<file path="src/rtl/pc_control_sequencer_pkg.sv">
// rtl/pc_control_sequencer_pkg.sv - opcodes, state encoding and control-word layout for the T-state sequencer
package pc_control_sequencer_pkg;

  localparam int OP_W = 4;
  localparam int TS_W = 3;

  localparam logic [OP_W-1:0] OP_LDA = 4'h0;
  localparam logic [OP_W-1:0] OP_ADD = 4'h1;
  localparam logic [OP_W-1:0] OP_SUB = 4'h2;
  localparam logic [OP_W-1:0] OP_JMP = 4'h3;
  localparam logic [OP_W-1:0] OP_STA = 4'h4;
  localparam logic [OP_W-1:0] OP_JC  = 4'h5;
  localparam logic [OP_W-1:0] OP_OUT = 4'hE;
  localparam logic [OP_W-1:0] OP_HLT = 4'hF;

  // T1..T6 encode as 1..6 so the debug tstate is the state value itself
  typedef enum logic [2:0] {
    S_IDLE   = 3'd0,
    S_T1     = 3'd1,
    S_T2     = 3'd2,
    S_T3     = 3'd3,
    S_T4     = 3'd4,
    S_T5     = 3'd5,
    S_T6     = 3'd6,
    S_HALTED = 3'd7
  } state_t;

  localparam int CW_PC_EN   = 0;
  localparam int CW_PC_OE   = 1;
  localparam int CW_PC_WE   = 2;
  localparam int CW_PC_LOAD = 3;
  localparam int CW_MAR_WE  = 4;
  localparam int CW_RAM_OE  = 5;
  localparam int CW_RAM_WE  = 6;
  localparam int CW_IR_WE   = 7;
  localparam int CW_IR_OE   = 8;
  localparam int CW_A_WE    = 9;
  localparam int CW_A_OE    = 10;
  localparam int CW_B_WE    = 11;
  localparam int CW_ALU_OE  = 12;
  localparam int CW_ALU_SUB = 13;
  localparam int CW_OUT_WE  = 14;
  localparam int CW_W       = 15;

endpackage

</file>
<file path="src/rtl/pc_control_sequencer_if.sv">
// rtl/pc_control_sequencer_if.sv - datapath strobe and IR/flag bundle between sequencer and datapath
interface pc_control_sequencer_if;
  import pc_control_sequencer_pkg::*;

  logic [OP_W-1:0] opcode;
  logic            carry;
  logic pc_en, pc_oe, pc_we, pc_load;
  logic mar_we, ram_oe, ram_we, ir_we, ir_oe;
  logic a_we, a_oe, b_we, alu_oe, alu_sub, out_we;

  modport master (
    input  opcode, carry,
    output pc_en, pc_oe, pc_we, pc_load, mar_we, ram_oe, ram_we, ir_we, ir_oe,
           a_we, a_oe, b_we, alu_oe, alu_sub, out_we
  );

  modport slave (
    output opcode, carry,
    input  pc_en, pc_oe, pc_we, pc_load, mar_we, ram_oe, ram_we, ir_we, ir_oe,
           a_we, a_oe, b_we, alu_oe, alu_sub, out_we
  );

endinterface

</file>
<file path="src/rtl/pc_control_sequencer_decode.sv">
// rtl/pc_control_sequencer_decode.sv - combinational (state, opcode, carry) to control word decode
module pc_control_sequencer_decode
  import pc_control_sequencer_pkg::*;
(
  input  state_t          state,
  input  logic [OP_W-1:0] opcode,
  input  logic            carry,
  input  logic            prog,
  input  logic            prog_load,
  output logic [CW_W-1:0] cw,
  output logic            last,
  output logic            halt_req
);

  always_comb begin
    cw       = '0;
    last     = 1'b0;
    halt_req = 1'b0;
    unique case (state)
      S_IDLE: cw[CW_PC_LOAD] = prog_load & prog;
      S_T1: begin
        cw[CW_PC_OE]  = 1'b1;
        cw[CW_MAR_WE] = 1'b1;
      end
      S_T2: cw[CW_PC_EN] = 1'b1;
      S_T3: begin
        cw[CW_RAM_OE] = 1'b1;
        cw[CW_IR_WE]  = 1'b1;
      end
      S_T4: begin
        case (opcode)
          OP_LDA, OP_ADD, OP_SUB, OP_STA: begin
            cw[CW_IR_OE]  = 1'b1;
            cw[CW_MAR_WE] = 1'b1;
          end
          OP_JMP: begin
            cw[CW_IR_OE] = 1'b1;
            cw[CW_PC_WE] = 1'b1;
            last         = 1'b1;
          end
          OP_JC: begin
            cw[CW_IR_OE] = carry;
            cw[CW_PC_WE] = carry;
            last         = 1'b1;
          end
          OP_OUT: begin
            cw[CW_A_OE]   = 1'b1;
            cw[CW_OUT_WE] = 1'b1;
            last          = 1'b1;
          end
          OP_HLT: begin
            last     = 1'b1;
            halt_req = 1'b1;
          end
          default: last = 1'b1;
        endcase
      end
      S_T5: begin
        case (opcode)
          OP_LDA: begin
            cw[CW_RAM_OE] = 1'b1;
            cw[CW_A_WE]   = 1'b1;
            last          = 1'b1;
          end
          OP_ADD, OP_SUB: begin
            cw[CW_RAM_OE]  = 1'b1;
            cw[CW_B_WE]    = 1'b1;
            cw[CW_ALU_SUB] = (opcode == OP_SUB);
          end
          OP_STA: begin
            cw[CW_A_OE]   = 1'b1;
            cw[CW_RAM_WE] = 1'b1;
            last          = 1'b1;
          end
          default: last = 1'b1;
        endcase
      end
      S_T6: begin
        cw[CW_ALU_OE]  = (opcode == OP_ADD) || (opcode == OP_SUB);
        cw[CW_A_WE]    = (opcode == OP_ADD) || (opcode == OP_SUB);
        cw[CW_ALU_SUB] = (opcode == OP_SUB);
        last           = 1'b1;
      end
      default: cw = '0;
    endcase
  end

endmodule

</file>
<file path="src/rtl/pc_control_sequencer.sv">
// rtl/pc_control_sequencer.sv - T-state sequencer top; optional single-step build via CTRL_SINGLE_STEP_EN
module pc_control_sequencer
  import pc_control_sequencer_pkg::*;
(
  input  logic CLK,
  input  logic RESET,
  input  logic run,
  input  logic prog,
  input  logic prog_load,
`ifdef CTRL_SINGLE_STEP_EN
  input  logic step,
`endif
  pc_control_sequencer_if.master bus,
  output logic            halted,
  output logic [TS_W-1:0] tstate
);

  state_t          state, state_nxt, end_nxt;
  logic [CW_W-1:0] cw, cw_g;
  logic            last, halt_req;
  logic            advance, fire;

`ifdef CTRL_SINGLE_STEP_EN
  logic step_q, fire_q;

  // One state per step rising edge; strobes live only in the cycle after it
  always_ff @(posedge CLK) begin
    if (!RESET) begin
      step_q <= 1'b0;
      fire_q <= 1'b0;
    end else begin
      step_q <= step;
      fire_q <= step & ~step_q;
    end
  end

  assign advance = step & ~step_q;
  assign fire    = fire_q;
`else
  assign advance = 1'b1;
  assign fire    = 1'b1;
`endif

  always_ff @(posedge CLK) begin
    if (!RESET) begin
      state <= S_IDLE;
    end else if (advance) begin
      state <= state_nxt;
    end
  end

  pc_control_sequencer_decode u_decode (
    .state     (state),
    .opcode    (bus.opcode),
    .carry     (bus.carry),
    .prog      (prog),
    .prog_load (prog_load),
    .cw        (cw),
    .last      (last),
    .halt_req  (halt_req)
  );

  always_comb begin
    end_nxt   = (run && !prog) ? S_T1 : S_IDLE;
    state_nxt = state;
    unique case (state)
      S_IDLE:   state_nxt = (run && !prog) ? S_T1 : S_IDLE;
      S_T1:     state_nxt = S_T2;
      S_T2:     state_nxt = S_T3;
      S_T3:     state_nxt = S_T4;
      S_T4:     state_nxt = halt_req ? S_HALTED : (last ? end_nxt : S_T5);
      S_T5:     state_nxt = last ? end_nxt : S_T6;
      S_T6:     state_nxt = end_nxt;
      S_HALTED: state_nxt = S_HALTED;
      default:  state_nxt = S_IDLE;
    endcase
  end

  // Programmer PC load is an IDLE-mode action, not a sequenced strobe, so it is never step-gated
  always_comb begin
    cw_g             = fire ? cw : '0;
    cw_g[CW_PC_LOAD] = cw[CW_PC_LOAD];
    halted           = (state == S_HALTED);
    tstate           = (state == S_HALTED) ? '0 : TS_W'(state);
  end

  assign bus.pc_en   = cw_g[CW_PC_EN];
  assign bus.pc_oe   = cw_g[CW_PC_OE];
  assign bus.pc_we   = cw_g[CW_PC_WE];
  assign bus.pc_load = cw_g[CW_PC_LOAD];
  assign bus.mar_we  = cw_g[CW_MAR_WE];
  assign bus.ram_oe  = cw_g[CW_RAM_OE];
  assign bus.ram_we  = cw_g[CW_RAM_WE];
  assign bus.ir_we   = cw_g[CW_IR_WE];
  assign bus.ir_oe   = cw_g[CW_IR_OE];
  assign bus.a_we    = cw_g[CW_A_WE];
  assign bus.a_oe    = cw_g[CW_A_OE];
  assign bus.b_we    = cw_g[CW_B_WE];
  assign bus.alu_oe  = cw_g[CW_ALU_OE];
  assign bus.alu_sub = cw_g[CW_ALU_SUB];
  assign bus.out_we  = cw_g[CW_OUT_WE];

endmodule

</file>
<file path="src/flat_wrapper.sv">
// flat-port wrapper written by rule: the top's interface ports become plain ports
module pc_control_sequencer_flat import pc_control_sequencer_pkg::*;
  (CLK, RESET, run, prog, prog_load, halted, tstate, bus_opcode, bus_carry, bus_pc_en, bus_pc_oe, bus_pc_we, bus_pc_load, bus_mar_we, bus_ram_oe, bus_ram_we, bus_ir_we, bus_ir_oe, bus_a_we, bus_a_oe, bus_b_we, bus_alu_oe, bus_alu_sub, bus_out_we);
  pc_control_sequencer_if bus_i ();
  input  logic CLK;
  input  logic RESET;
  input  logic run;
  input  logic prog;
  input  logic prog_load;
  output logic halted;
  output logic [TS_W-1:0] tstate;
  input wire logic [$bits(bus_i.opcode)-1:0] bus_opcode;
  input wire logic [$bits(bus_i.carry)-1:0] bus_carry;
  output wire logic [$bits(bus_i.pc_en)-1:0] bus_pc_en;
  output wire logic [$bits(bus_i.pc_oe)-1:0] bus_pc_oe;
  output wire logic [$bits(bus_i.pc_we)-1:0] bus_pc_we;
  output wire logic [$bits(bus_i.pc_load)-1:0] bus_pc_load;
  output wire logic [$bits(bus_i.mar_we)-1:0] bus_mar_we;
  output wire logic [$bits(bus_i.ram_oe)-1:0] bus_ram_oe;
  output wire logic [$bits(bus_i.ram_we)-1:0] bus_ram_we;
  output wire logic [$bits(bus_i.ir_we)-1:0] bus_ir_we;
  output wire logic [$bits(bus_i.ir_oe)-1:0] bus_ir_oe;
  output wire logic [$bits(bus_i.a_we)-1:0] bus_a_we;
  output wire logic [$bits(bus_i.a_oe)-1:0] bus_a_oe;
  output wire logic [$bits(bus_i.b_we)-1:0] bus_b_we;
  output wire logic [$bits(bus_i.alu_oe)-1:0] bus_alu_oe;
  output wire logic [$bits(bus_i.alu_sub)-1:0] bus_alu_sub;
  output wire logic [$bits(bus_i.out_we)-1:0] bus_out_we;
  assign bus_i.opcode = bus_opcode;
  assign bus_i.carry = bus_carry;
  assign bus_pc_en = bus_i.pc_en;
  assign bus_pc_oe = bus_i.pc_oe;
  assign bus_pc_we = bus_i.pc_we;
  assign bus_pc_load = bus_i.pc_load;
  assign bus_mar_we = bus_i.mar_we;
  assign bus_ram_oe = bus_i.ram_oe;
  assign bus_ram_we = bus_i.ram_we;
  assign bus_ir_we = bus_i.ir_we;
  assign bus_ir_oe = bus_i.ir_oe;
  assign bus_a_we = bus_i.a_we;
  assign bus_a_oe = bus_i.a_oe;
  assign bus_b_we = bus_i.b_we;
  assign bus_alu_oe = bus_i.alu_oe;
  assign bus_alu_sub = bus_i.alu_sub;
  assign bus_out_we = bus_i.out_we;
  pc_control_sequencer u_core (.CLK(CLK), .RESET(RESET), .run(run), .prog(prog), .prog_load(prog_load), .bus(bus_i), .halted(halted), .tstate(tstate));
endmodule
</file>
<file path="config.mk">
export PLATFORM = sky130hd
export DESIGN_NAME = pc_control_sequencer_flat
export DESIGN_NICKNAME = d
export VERILOG_FILES = /design/src/rtl/pc_control_sequencer_pkg.sv /design/src/rtl/pc_control_sequencer_if.sv /design/src/rtl/pc_control_sequencer_decode.sv /design/src/rtl/pc_control_sequencer.sv /design/src/flat_wrapper.sv
export SDC_FILE = /design/constraint.sdc
export NUM_CORES = 1
export LEC_CHECK = 0
export CORE_UTILIZATION = 30
export DETAILED_ROUTE_END_ITERATION = 10
export GPL_ROUTABILITY_DRIVEN = 0
export PLACE_DENSITY = 0.78
export SETUP_SLACK_MARGIN = 0.2
export SYNTH_ARGS = -nofsm -noshare
export SYNTH_HDL_FRONTEND = slang
export SYNTH_SLANG_ARGS = --single-unit
</file>
<file path="constraint.sdc">
create_clock -name CLK -period 1.9 [get_ports CLK]
set_input_delay 0.19 -clock CLK [delete_from_list [all_inputs] [get_ports CLK]]
set_output_delay 0.19 -clock CLK [all_outputs]
set_load 0.01 [all_outputs]
</file>
# Word level (Yosys, flattened, before mapping)
# Index checks and enable logic that the tools add are counted.
# totals
regBits	3
out_inout_bits	19
# classes
n_eq_ne	14
muxes	35
bitwise	1
reduce_logical	10
# op_table
cell	count
2-to-1 mux 1 bit	22
case mux 3 bit (7 select lines)	1
case mux 1 bit (2 select lines)	7
== test 3 bit, second input constant	4
2-to-1 mux 3 bit	4
== test 4 x 2 -> 1 bit, second input constant	2
== test 4 x 3 -> 1 bit, second input constant	2
== test 4 bit, second input constant	2
== test 3 x 2 -> 1 bit, second input constant	2
OR reduction 5 bit	1
== test 4 x 1 -> 1 bit, second input constant	1
logical NOT 4 bit	1
OR reduction 2 bit	2
OR reduction 4 bit	1
== test 3 x 1 -> 1 bit, second input constant	1
logical NOT 3 bit	1
case mux 1 bit (3 select lines)	1
OR reduction 3 bit	1
bitwise AND 1 bit	1
logical AND 1 bit	1
logical NOT 1 bit	1
logical OR 1 bit	1

# Logic depth before layout (Yosys ltp)
# Gate-level depths: netlist of the first run.
# depth
word_depth	7
ltp_mapped	6

# Hierarchy
# From an unflattened synthesis of the first run, not the netlist that was laid out.
# unflattened
hier_cells	77
hier_area_um2	548.0
# by_module_without_submodules
module	instances	cells_per_inst	area_each_um2	seq_area_each_um2
pc_control_sequencer_decode	1	50	325.3	0.0
pc_control_sequencer	1	27	222.7	60.1

# Worst setup path before layout of the first run
# OpenSTA, ideal clock, no wires.
# synth_timing
kind	register -> output
from	register u_core.state[1]
to	output port bus_a_oe
arrival_time_ps	1260
required_time_ps	1710
path_slack_ps	450
stages_incl_launch_ff	7
path_buffers	2
cell_sequence	dfxtp_1 buf_2 nand2b_1 buf_2 nor3_1 and3_1 or2_1
# synth_between
elab_chain_len	2
# synth_rtl
element	line	rtl
start: declaration	pc_control_sequencer.sv:18	state_t state, state_nxt, end_nxt;
start signal: assignment	pc_control_sequencer.sv:48	state <= state_nxt;
== test 3 bit	pc_control_sequencer_decode.sv:19	unique case (state)
case mux 1 bit (2 select lines) (*)	pc_control_sequencer_decode.sv:19	
end: declaration	flat_wrapper.sv:24	output wire logic [$bits(bus_i.a_oe)-1:0] bus_a_oe;
# Mark *: on every way between the ends. The rest lies on a longest branch, timed or not.

# Worst setup path in the final report of the first run
# layout_timing
from	register u_core.state[2]
to	output port bus_b_we
# layout_between
elab_chain_len	2
# layout_rtl
element	line	rtl
== test 3 bit	pc_control_sequencer_decode.sv:19	
2-to-1 mux 1 bit	pc_control_sequencer_decode.sv:19	
end: declaration	flat_wrapper.sv:25	output wire logic [$bits(bus_i.b_we)-1:0] bus_b_we;
# No other way between the ends.

==> results of run 1 <==
metal layers:
| layer | routed length (microns) | vias up |
|---|---|---|
| li1 | - | 341 |
| met3 | 79 | 2 |
| met4 | 8 | 0 |
| met2 | 768 | 27 |
| met5 | 0 | - |
| met1 | 729 | 311 |
repair_timing:
| item | CTS | global route |
|---|---|---|
| setup buffers | 2 | 1 |
| pin swaps | 2 | 1 |
| hold endpoints to repair | 0 | 0 |
| gates resized for setup | 40 | 19 |
| setup endpoints to repair | 19 | 11 |
cells in the mapped netlist:
library cell and n:
sky130_fd_sc_hd__a21oi_1 3, sky130_fd_sc_hd__and3_1 2, sky130_fd_sc_hd__or3b_1 1, sky130_fd_sc_hd__inv_1 2
sky130_fd_sc_hd__nand2_1 6, sky130_fd_sc_hd__o21bai_1 1, sky130_fd_sc_hd__o21ai_0 2, sky130_fd_sc_hd__a31oi_1 1
sky130_fd_sc_hd__nand3b_1 1, sky130_fd_sc_hd__nor3_1 6, sky130_fd_sc_hd__nand3_1 2, sky130_fd_sc_hd__nor4_2 1
sky130_fd_sc_hd__or2_2 2, sky130_fd_sc_hd__o21a_1 1, sky130_fd_sc_hd__or2_1 1, sky130_fd_sc_hd__nand2b_1 5
sky130_fd_sc_hd__dfxtp_1 3, sky130_fd_sc_hd__mux2_2 1, sky130_fd_sc_hd__o21ai_1 1, sky130_fd_sc_hd__buf_4 1
sky130_fd_sc_hd__a21boi_1 1, sky130_fd_sc_hd__xnor2_1 2, sky130_fd_sc_hd__nor4_1 1, sky130_fd_sc_hd__nor2b_1 3
sky130_fd_sc_hd__a211oi_1 1, sky130_fd_sc_hd__clkbuf_1 3, sky130_fd_sc_hd__a21o_1 1, sky130_fd_sc_hd__o221ai_1 1
sky130_fd_sc_hd__buf_2 4, sky130_fd_sc_hd__nand4b_1 1, sky130_fd_sc_hd__nor2_1 8, sky130_fd_sc_hd__o2111ai_1 1
sky130_fd_sc_hd__maj3_1 1, sky130_fd_sc_hd__nor3_2 1, sky130_fd_sc_hd__and2_1 1
kinds of logic after synthesis:
logic type | after synthesis | share of synthesized area
AO/OA/AOI/OAI | 14 | 0.194
XOR/XNOR | 2 | 0.0372
adder cells (fa/ha/maj) | 1 | 0.0213
buffers and inverters | 10 | 0.0984
flip-flops | 3 | 0.128
multiplexers | 1 | 0.0239
AND/OR/NAND/NOR | 42 | 0.497
cell usage in the layout (no fill, tap or decap), types with 4 or more instances in the layout:
cell                              count
sky130_fd_sc_hd__nor3_1               4
sky130_fd_sc_hd__dlygate4sd2_1        9
sky130_fd_sc_hd__nand2b_1             4
sky130_fd_sc_hd__nand2_1              6
sky130_fd_sc_hd__buf_4               16
sky130_fd_sc_hd__clkdlybuf4s50_1      6
sky130_fd_sc_hd__nor2_1               7
sky130_fd_sc_hd__dlymetal6s2s_1       5
sky130_fd_sc_hd__buf_2                5
area by class of cell:
cell class              instances  area (sq um)
clock buffers                   4          26.3
multi-input cells              60           403
inverters                       2          7.51
fillers                       120           467
flip-flops and latches          3          71.3
well taps                      15          18.8
repair buffers                 46           389
stage by stage:
stage	cells	hold slack, ns	setup slack, ns	cell area, sq um
global placement	123	0.632	-0.231	843
CTS	129	0.589	0.0351	880
finish	130	0.508	0.258	916
global route	130	0.556	0.204	916
floorplan	73	0.328	0.450	470
detailed placement	123	0.647	-0.251	843
tightest hold or removal path: stages:
cell and delay, ns:
sky130_fd_sc_hd__dlymetal6s2s_1 0.12, sky130_fd_sc_hd__maj3_1 0.19, sky130_fd_sc_hd__or2_2 0.12, sky130_fd_sc_hd__a31oi_1 0.07
path summary, 6_finish.rpt:
| path | start | endpoint | slack (ns) | cells after the start |
|---|---|---|---|---|
| max | u_core.state[2] | bus_b_we | 0.26 | 4 |
| min | bus_opcode[0] | u_core.state[2] | 0.51 | 4 |
| max reg2reg | u_core.state[2] | u_core.state[2] | 0.36 | 6 |
| min reg2reg | u_core.state[1] | u_core.state[2] | 0.60 | 2 |
power groups by stage:
stage | combinational, uW | sequential (uW) | clock, uW
6_report | 132 | 75.6 | 111
5_1_grt | 143 | 76.5 | 114
4_1_cts | 127 | 76.3 | 115
3_5_place_dp | 127 | 75.8 | 0
3_3_place_gp | 125 | 75.7 | 0
2_1_floorplan | 63.8 | 68.9 | 0
==> impl_metrics.csv, run 1 <==
group,metric,value,unit
sta,finalCritPeriodShare,0.864,
clocking,root_buffer,"sky130_fd_sc_hd__clkbuf_4",
cells_and_area,largest_register,"u_core.state",
clocking,clock_sinks,3,
yosys,synth.net_count,83,
sta,setup_viol_count_final,0,
yosys,synth-warning-count,0,
die,die_height,41.6,microns
cells_and_area,area_overhead_vs_synth,94.7,%
routing,first_pass_iters,4,
sta,achievable-frequency,609,MHz
setup_path,critPathArrivalTime,1.45,ns
power,internal_power,217,uW
global_routing,first_pass_grt_wire_length,2690,microns
cells_and_area,finalNetCount,126,
global_routing,groute.usage.overall,0.188,
setup_path,crit_path_end_kind,"output pin",
die,start_util,0.340,
routing,wirelength,1580,microns
power,power.static_leakage,0.000481,uW
sta,grt_setup_unrepaired,"no",
setup_path,setup.worst_path.class,"reg2out",
sta,clock_skew,0.00336,ns
routing,via_per_inst,5.24,
sta,totalNegativeSetupSlack,0,ns
power,power_frac_clock,0.348,
routing,route.vias.total,681,
placed_design,detailed_place_hpwl,1130,microns
power,power.density,347,mW/mm^2
power,seq_pwr_share,0.238,
cells_and_area,top_registers,"u_core.state (3)",
cells_and_area,post_route_cells_drive_above_1_share,0.374,
global_routing,grt_antenna_before_repair,0,
power,switching_share,0.317,
global_routing,grt.met2_usage,0.328,
global_routing,groute.layer.met3.usage,0.0304,
global_routing,maximum_number_of_pins_on_one_net_before_global_route_repair,11,
routing,detail_route.drc_violations,0,
sta,timing.slew.headroom,0.748,
yosys,synth_top_area_frac,0.128,
clocking,cts_hold_buffers,0,
cells_and_area,diodes,0,
power,p_total,318,uW
die,boundaryPins,29,
setup_path,critical_path.max_stage_delay,0.39,ns
die,fp.dieArea,0.00173,sq mm
yosys,yosys-top-cells-area,"sky130_fd_sc_hd__dfxtp_1 13%, sky130_fd_sc_hd__nand2b_1 6.6%, sky130_fd_sc_hd__nor3_1 6.4%, sky130_fd_sc_hd__nor2_1 6.4%, sky130_fd_sc_hd__nand2_1 4.8%",
min_path,class_of_the_worst_hold_path,"in2reg",
power,peakVddDrop,0.285,mV
clocking,worst_skew_pair.late_latency,0.23,ns
die,die_x,41.6,microns
sta,drv_slew,0,
clocking,clock_tree_from_tritoncts,"yes",
global_routing,first_global_vias,630,
routing,final_antenna_net_count,0,
clocking,htreeDepth,1,
cells_and_area,max_reg_flops,3,
yosys,synth_top_cell_by_area,"sky130_fd_sc_hd__dfxtp_1",
setup_path,start_kind,"register",
yosys,netlist_instances,73,
placed_design,port_buffers,28,
sta,pin_slew_with_the_least_headroom_to_its_limit,0.375,ns
power,p_sw,101,uW
clocking,cts_buffer_depth,2,
cells_and_area,layout.core_utilization,0.662,
sta,finalHoldViolations,0,
setup_path,path_max_fanout,5,
yosys,syn_avg_cell_area,6.44,sq um
run_status,outcome,"finished clean",
setup_path,timing.critical_path.slowest_stage_cell,"sky130_fd_sc_hd__or3b_4",
global_routing,globalRoute.totalOverflow,0,
setup_path,worst_path_dominant_cell_family,"simple AND/OR/NAND/NOR gates",
clocking,cts.reportedPaths.clkPinSlew,0.04,ns
global_routing,busiest_layer,"met2",
die,core-area,0.00138,sq mm
yosys,synth.distinct_cells,35,
yosys,ys_ff_latch,3,
routing,drt-initial-drc-count,12,
setup_path,required_time_of_the_worst_setup_path,1.71,ns
global_routing,groute.layer.met1.usage,0.244,
yosys,netlist_area,470,sq um
setup_path,crit_path_cell_trace,"or3b_4 -> buf_4 -> nor3_1 -> buf_2",
sta,period_minus_slack,1.64,ns
power,power.combinational.fraction,0.414,
run,max-cap-violations,0,
setup_path,cp_num_buf_inv,2,
clocking,tritoncts.num_buffers,3,
yosys,synth_seq_area_share,0.128,
die,floorplan.rows,13,
routing,routedWlPerCell,12.2,microns
(Power assumes the default switching activity.)
==> inputs of run 2 (changes only) <==
==> constraint.sdc (replaced) <==
create_clock -name CLK -period 1.9 [get_ports CLK]
set_input_delay 0.285 -clock CLK [delete_from_list [all_inputs] [get_ports CLK]]
set_output_delay 0.285 -clock CLK [all_outputs]
set_load 0.01 [all_outputs]
==> impl_metrics.csv, run 2 (same netlist as run 1, synthesis figures left out) <==
group,metric,value,unit
sta,finalWorstSetupSlack,0.144,ns
sta,grt_setup_unrepaired,"yes",
cells_and_area,largest_register,"u_core.state",
clocking,htreeDepth,1,
cells_and_area,sequential_cell_area,71.3,sq um
sta,achievable-frequency,570,MHz
power,p_sw,109,uW
routing,first_pass_iters,4,
setup_path,path_max_fanout,6,
sta,finalCritPeriodShare,0.924,
clocking,cts.reportedPaths.clkPinSlew,0.04,ns
setup_path,cp_num_buf_inv,3,
cells_and_area,design_area,906,sq um
clocking,root_buffer,"sky130_fd_sc_hd__clkbuf_4",
placed_design,dp_slack,-0.463,ns
global_routing,maximum_number_of_pins_on_one_net_before_global_route_repair,10,
power,switching_share,0.331,
routing,top_layer,"met4",
die,floorplan.rows,13,
routing,wl_met1,782,microns
sta,drv_slew,0,
die,die_x,41.6,microns
die,die_height,41.6,microns
clocking,clock_sinks,3,
setup_path,critPathArrivalTime,1.47,ns
routing,final_antenna_net_count,0,
sta,timing.slew.headroom,0.836,
min_path,class_of_the_worst_hold_path,"reg2reg",
cells_and_area,area_overhead_vs_synth,92.6,%
global_routing,globalRoute.totalOverflow,0,
sta,setup_viol_count_final,0,
global_routing,grt_antenna_before_repair,0,
routing,wl_met2,880,microns
die,fp.dieArea,0.00173,sq mm
global_routing,first_global_vias,642,
sta,finalHoldViolations,0,
placed_design,dp_cells,125,
routing,routedWlPerCell,13.2,microns
setup_path,cp.depth,6,
routing,via_per_inst,5.27,
routing,wirelength,1740,microns
cells_and_area,post_layout_nonfiller_instances,132,
clocking,worst_skew_pair.late_latency,0.24,ns
global_routing,first_pass_grt_wire_length,2660,microns
cells_and_area,max_reg_flops,3,
routing,routed-wl-met3,58,microns
placed_design,port_buffers,28,
clocking,clock_tree_from_tritoncts,"yes",
min_path,holdPathStages,2,
sta,clock_skew,0.00120,ns
setup_path,reg2reg_path_depth,6,
cells_and_area,post_route_cells_drive_above_1_share,0.402,
cells_and_area,multi_input_area,398,sq um
run,max-cap-violations,0,
power,power_frac_clock,0.354,
clocking,cts_buffer_depth,2,
die,boundaryPins,29,
cells_and_area,finalNetCount,128,
power,p_total,328,uW
power,peakVddDrop,0.225,mV
setup_path,worst_path_dominant_cell_family,"buffers and inverters",
cells_and_area,diodes,0,
cells_and_area,most-common-layout-cells,"18 x sky130_fd_sc_hd__buf_4, 13 x sky130_fd_sc_hd__dlygate4sd2_1, 7 x sky130_fd_sc_hd__nor2_1",
setup_path,required_time_of_the_worst_setup_path,1.62,ns
run_status,outcome,"finished clean",
placed_design,post_dp_cell_area,858,sq um
placed_design,detailed_place_hpwl,1180,microns
sta,period_minus_slack,1.76,ns
routing,route.vias.total,696,
cells_and_area,mostFrequentLayoutCell,"sky130_fd_sc_hd__buf_4",
die,start_util,0.340,
setup_path,critical_path.max_stage_delay,0.27,ns
sta,totalNegativeSetupSlack,0,ns
routing,detail_route.drc_violations,0,
cells_and_area,top_registers,"u_core.state (3)",
sta,pin_slew_with_the_least_headroom_to_its_limit,0.244,ns
setup_path,start_kind,"input port",
setup_path,crit_path_cell_trace,"dlygate4sd2_1 -> buf_4 -> nand2b_1 -> nor3_2 -> or2_1 -> clkdlybuf4s15_1",
routing,drt-initial-drc-count,11,
clocking,tritoncts.num_buffers,3,
setup_path,setup.worst_path.class,"in2out",
setup_path,timing.critical_path.slowest_stage_cell,"sky130_fd_sc_hd__dlygate4sd2_1",
cells_and_area,filler_cells,124,
power,power.density,363,mW/mm^2
power,seq_pwr_share,0.230,
setup_path,crit_path_end_kind,"output pin",
power,internal_power,220,uW
global_routing,groute.usage.overall,0.193,
power,power.combinational.fraction,0.416,
clocking,cts_hold_buffers,0,
die,core-area,0.00138,sq mm
power,power.static_leakage,0.000452,uW
[run 2: cell types whose count changed in the layout (fill, tap and decap cells not counted), moves of 2 or more]
cell,before,now
sky130_fd_sc_hd__dlymetal6s2s_1,5,1
sky130_fd_sc_hd__buf_4,16,18
sky130_fd_sc_hd__dlygate4sd2_1,9,13
sky130_fd_sc_hd__nor3_2,2,4
[run 2: final timing paths]
kind / start / end / slack [ns]
worst max register to register: u_core.state[2] / u_core.state[2] / 0.35
worst min-delay path: u_core.state[1] / u_core.state[0] / 0.61
worst max-delay path: bus_opcode[0] / bus_a_oe / 0.14
worst min register to register: u_core.state[1] / u_core.state[0] / 0.61
[run 2: cell type report]
cell class | count | area share
well taps | 15 | 0.0207
inverters | 2 | 0.00829
flip-flops and latches | 3 | 0.0787
multi-input cells | 60 | 0.439
clock buffers | 4 | 0.0290
repair buffers | 48 | 0.424
[run 2: metrics by stage]
step / util / hold slack (ns)
after detailed placement: 0.621 / 0.636
after global placement: 0.621 / 0.624
after CTS: 0.643 / 0.580
final: 0.655 / 0.605
after floorplan: - / 0.423
after global routing: 0.655 / 0.625
[run 2: worst min-delay path, stage by stage, from the launching register on]
cell                       delay (ns)
sky130_fd_sc_hd__dfxtp_4         0.39
sky130_fd_sc_hd__nand4b_1        0.13
sky130_fd_sc_hd__o21ai_1         0.05
[run 2: power groups by stage]
stage | combinational [uW] | sequential, uW | clock [uW]
global placement | 132 | 76.1 | 0
global route | 148 | 75.9 | 126
finish | 137 | 75.7 | 116
CTS | 128 | 75.7 | 114
floorplan | 63.8 | 68.9 | 0
detailed placement | 135 | 76.1 | 0
[run 2: routing by layer]
layer  vias to the layer above  global-route usage
li1                        345                   -
met3                         2              0.0130
met2                        24               0.347
met5                         -                   0
met1                       325               0.234
met4                         0              0.0774
[run 2: what timing repair did]
item                       CTS  global route
setup buffers                1             2
setup endpoints to repair   19            10
gates resized for setup     51            12
pin swaps                    2             1
gates cloned                 0             0
==> inputs of run 3 (changes only) <==
--- a/config.mk
+++ b/config.mk
@@ -8,7 +8,7 @@
 export CORE_UTILIZATION = 30
 export DETAILED_ROUTE_END_ITERATION = 10
 export GPL_ROUTABILITY_DRIVEN = 0
-export PLACE_DENSITY = 0.78
+export PLACE_DENSITY = 0.67
 export SETUP_SLACK_MARGIN = 0.2
 export SYNTH_ARGS = -nofsm -noshare
 export SYNTH_HDL_FRONTEND = slang
==> impl_metrics.csv, run 3 (same netlist as run 1, synthesis figures left out) <==
group,metric,value,unit
sta,period_minus_slack,1.79,ns
clocking,cts.reportedPaths.clkPinSlew,0.04,ns
cells_and_area,most-common-layout-cells,"17 x sky130_fd_sc_hd__buf_4, 13 x sky130_fd_sc_hd__dlygate4sd2_1, 6 x sky130_fd_sc_hd__nor2_1, 6 x sky130_fd_sc_hd__clkdlybuf4s50_1, 6 x sky130_fd_sc_hd__buf_2",
power,peakVddDrop,0.183,mV
die,start_util,0.340,
cells_and_area,diodes,0,
clocking,htreeDepth,1,
power,power.density,355,mW/mm^2
sta,achievable-frequency,557,MHz
setup_path,critical_path.max_stage_delay,0.54,ns
routing,route.vias.total,710,
die,die_x,41.6,microns
global_routing,maximum_number_of_pins_on_one_net_before_global_route_repair,16,
die,core-area,0.00138,sq mm
routing,routedWlPerCell,13.5,microns
routing,via_per_inst,5.30,
sta,finalCritPeriodShare,0.944,
routing,final_antenna_net_count,0,
setup_path,required_time_of_the_worst_setup_path,1.62,ns
cells_and_area,top_registers,"u_core.state (3)",
sta,timing.slew.headroom,0.801,
clocking,tritoncts.num_buffers,3,
setup_path,reg2reg_path_depth,8,
setup_path,crit_path_cell_trace,"buf_4 -> and3_1 -> clkdlybuf4s50_1",
die,fp.dieArea,0.00173,sq mm
placed_design,dp_slack,-0.424,ns
clocking,cts_buffer_depth,2,
clocking,root_buffer,"sky130_fd_sc_hd__clkbuf_4",
run_status,outcome,"finished clean",
setup_path,critPathArrivalTime,1.51,ns
die,die_height,41.6,microns
die,floorplan.rows,13,
clocking,clock_tree_from_tritoncts,"yes",
placed_design,detailed_place_hpwl,1230,microns
setup_path,setup.worst_path.class,"reg2out",
cells_and_area,area_overhead_vs_synth,103,%
sta,finalWorstSetupSlack,0.106,ns
power,p_total,339,uW
routing,detail_route.drc_violations,0,
clocking,clock_sinks,3,
cells_and_area,largest_register,"u_core.state",
die,boundaryPins,29,
routing,wirelength,1810,microns
global_routing,groute.usage.overall,0.218,
setup_path,timing.critical_path.slowest_stage_cell,"sky130_fd_sc_hd__clkdlybuf4s50_1",
global_routing,globalRoute.totalOverflow,0,
placed_design,port_buffers,28,
setup_path,path_max_fanout,15,
cells_and_area,post_route_cells_drive_above_1_share,0.471,
min_path,holdPathStages,3,
sta,grt_setup_unrepaired,"yes",
run,max-cap-violations,0,
sta,pin_slew_with_the_least_headroom_to_its_limit,0.295,ns
global_routing,grt_antenna_before_repair,0,
sta,finalHoldViolations,0,
cells_and_area,mostFrequentLayoutCell,"sky130_fd_sc_hd__buf_4",
cells_and_area,max_reg_flops,3,
routing,first_pass_iters,4,
min_path,class_of_the_worst_hold_path,"reg2reg",
sta,clock_skew,0.00587,ns
global_routing,first_global_vias,680,
cells_and_area,finalNetCount,130,
setup_path,start_kind,"register",
clocking,cts_hold_buffers,0,
sta,setup_viol_count_final,0,
power,power.static_leakage,0.000462,uW
routing,drt-initial-drc-count,18,
setup_path,crit_path_end_kind,"output pin",
sta,drv_slew,0,
global_routing,first_pass_grt_wire_length,3050,microns
clocking,worst_skew_pair.late_latency,0.24,ns
[run 3: cell count changes in the layout (fill, tap and decap cells not counted), moves of 2 or more]
| cell | change |
|---|---|
| sky130_fd_sc_hd__nor3_4 | +2 |
| sky130_fd_sc_hd__buf_6 | +3 |
| sky130_fd_sc_hd__dfxtp_4 | -3 |
| sky130_fd_sc_hd__dfxtp_2 | +3 |
| sky130_fd_sc_hd__nor3_1 | -2 |
[run 3: per-layer routing]
layer,GRT usage,up-vias,share of wire
met5,0,-,0
met4,0.0516,0,0.0066
met3,0.0130,2,0.031
met2,0.397,23,0.53
met1,0.277,343,0.43
li1,-,342,-
[run 3: critical path: cells and delay by family (launching register included)]
| family | cells | cell delay (ns) |
|---|---|---|
| DFF | 1 | 0.33 |
| and+or+nand+nor | 1 | 0.21 |
| buffers and inverters | 2 | 0.73 |
[run 3: path summary, 6_finish.rpt]
check	start	to	slack, ns
max	u_core.state[2]	halted	0.11
min	u_core.state[2]	u_core.state[0]	0.70
max reg2reg	u_core.state[2]	u_core.state[2]	0.16
min reg2reg	u_core.state[2]	u_core.state[0]	0.70
[run 3: report_power, final]
group          total, uW  switching (uW)  internal [uW]  leakage, uW
sequential          74.3            6.40           67.9    0.0000258
clock                116            37.1           79.0    0.0000150
combinational        149            70.4           78.2     0.000421
[run 3: what timing repair did]
item,in CTS,in global routing
resized for setup,55,16
pin swaps,4,2
endpoints found under the setup margin,19,14
setup buffers,4,0
[run 3: final cells by class]
type | count | area (sq um)
tap | 15 | 18.8
timing repair buffer | 50 | 403
multi-input combinational | 60 | 435
clock buffer | 4 | 26.3
fill | 115 | 428
sequential | 3 | 63.8
inverter | 2 | 7.51
[run 3: metrics by stage]
step / cell area (sq um) / hold WS (ns) / instances / util / TNS [ns]
2_1_floorplan: 470 / 0.423 / 73 / - / 0
3_3_place_gp: 866 / 0.695 / 126 / 0.626 / -3.70
3_5_place_dp: 866 / 0.716 / 126 / 0.626 / -3.74
4_1_cts: 923 / 0.690 / 134 / 0.668 / 0
5_1_grt: 955 / 0.733 / 134 / 0.690 / 0
6_report: 955 / 0.704 / 134 / 0.690 / 0
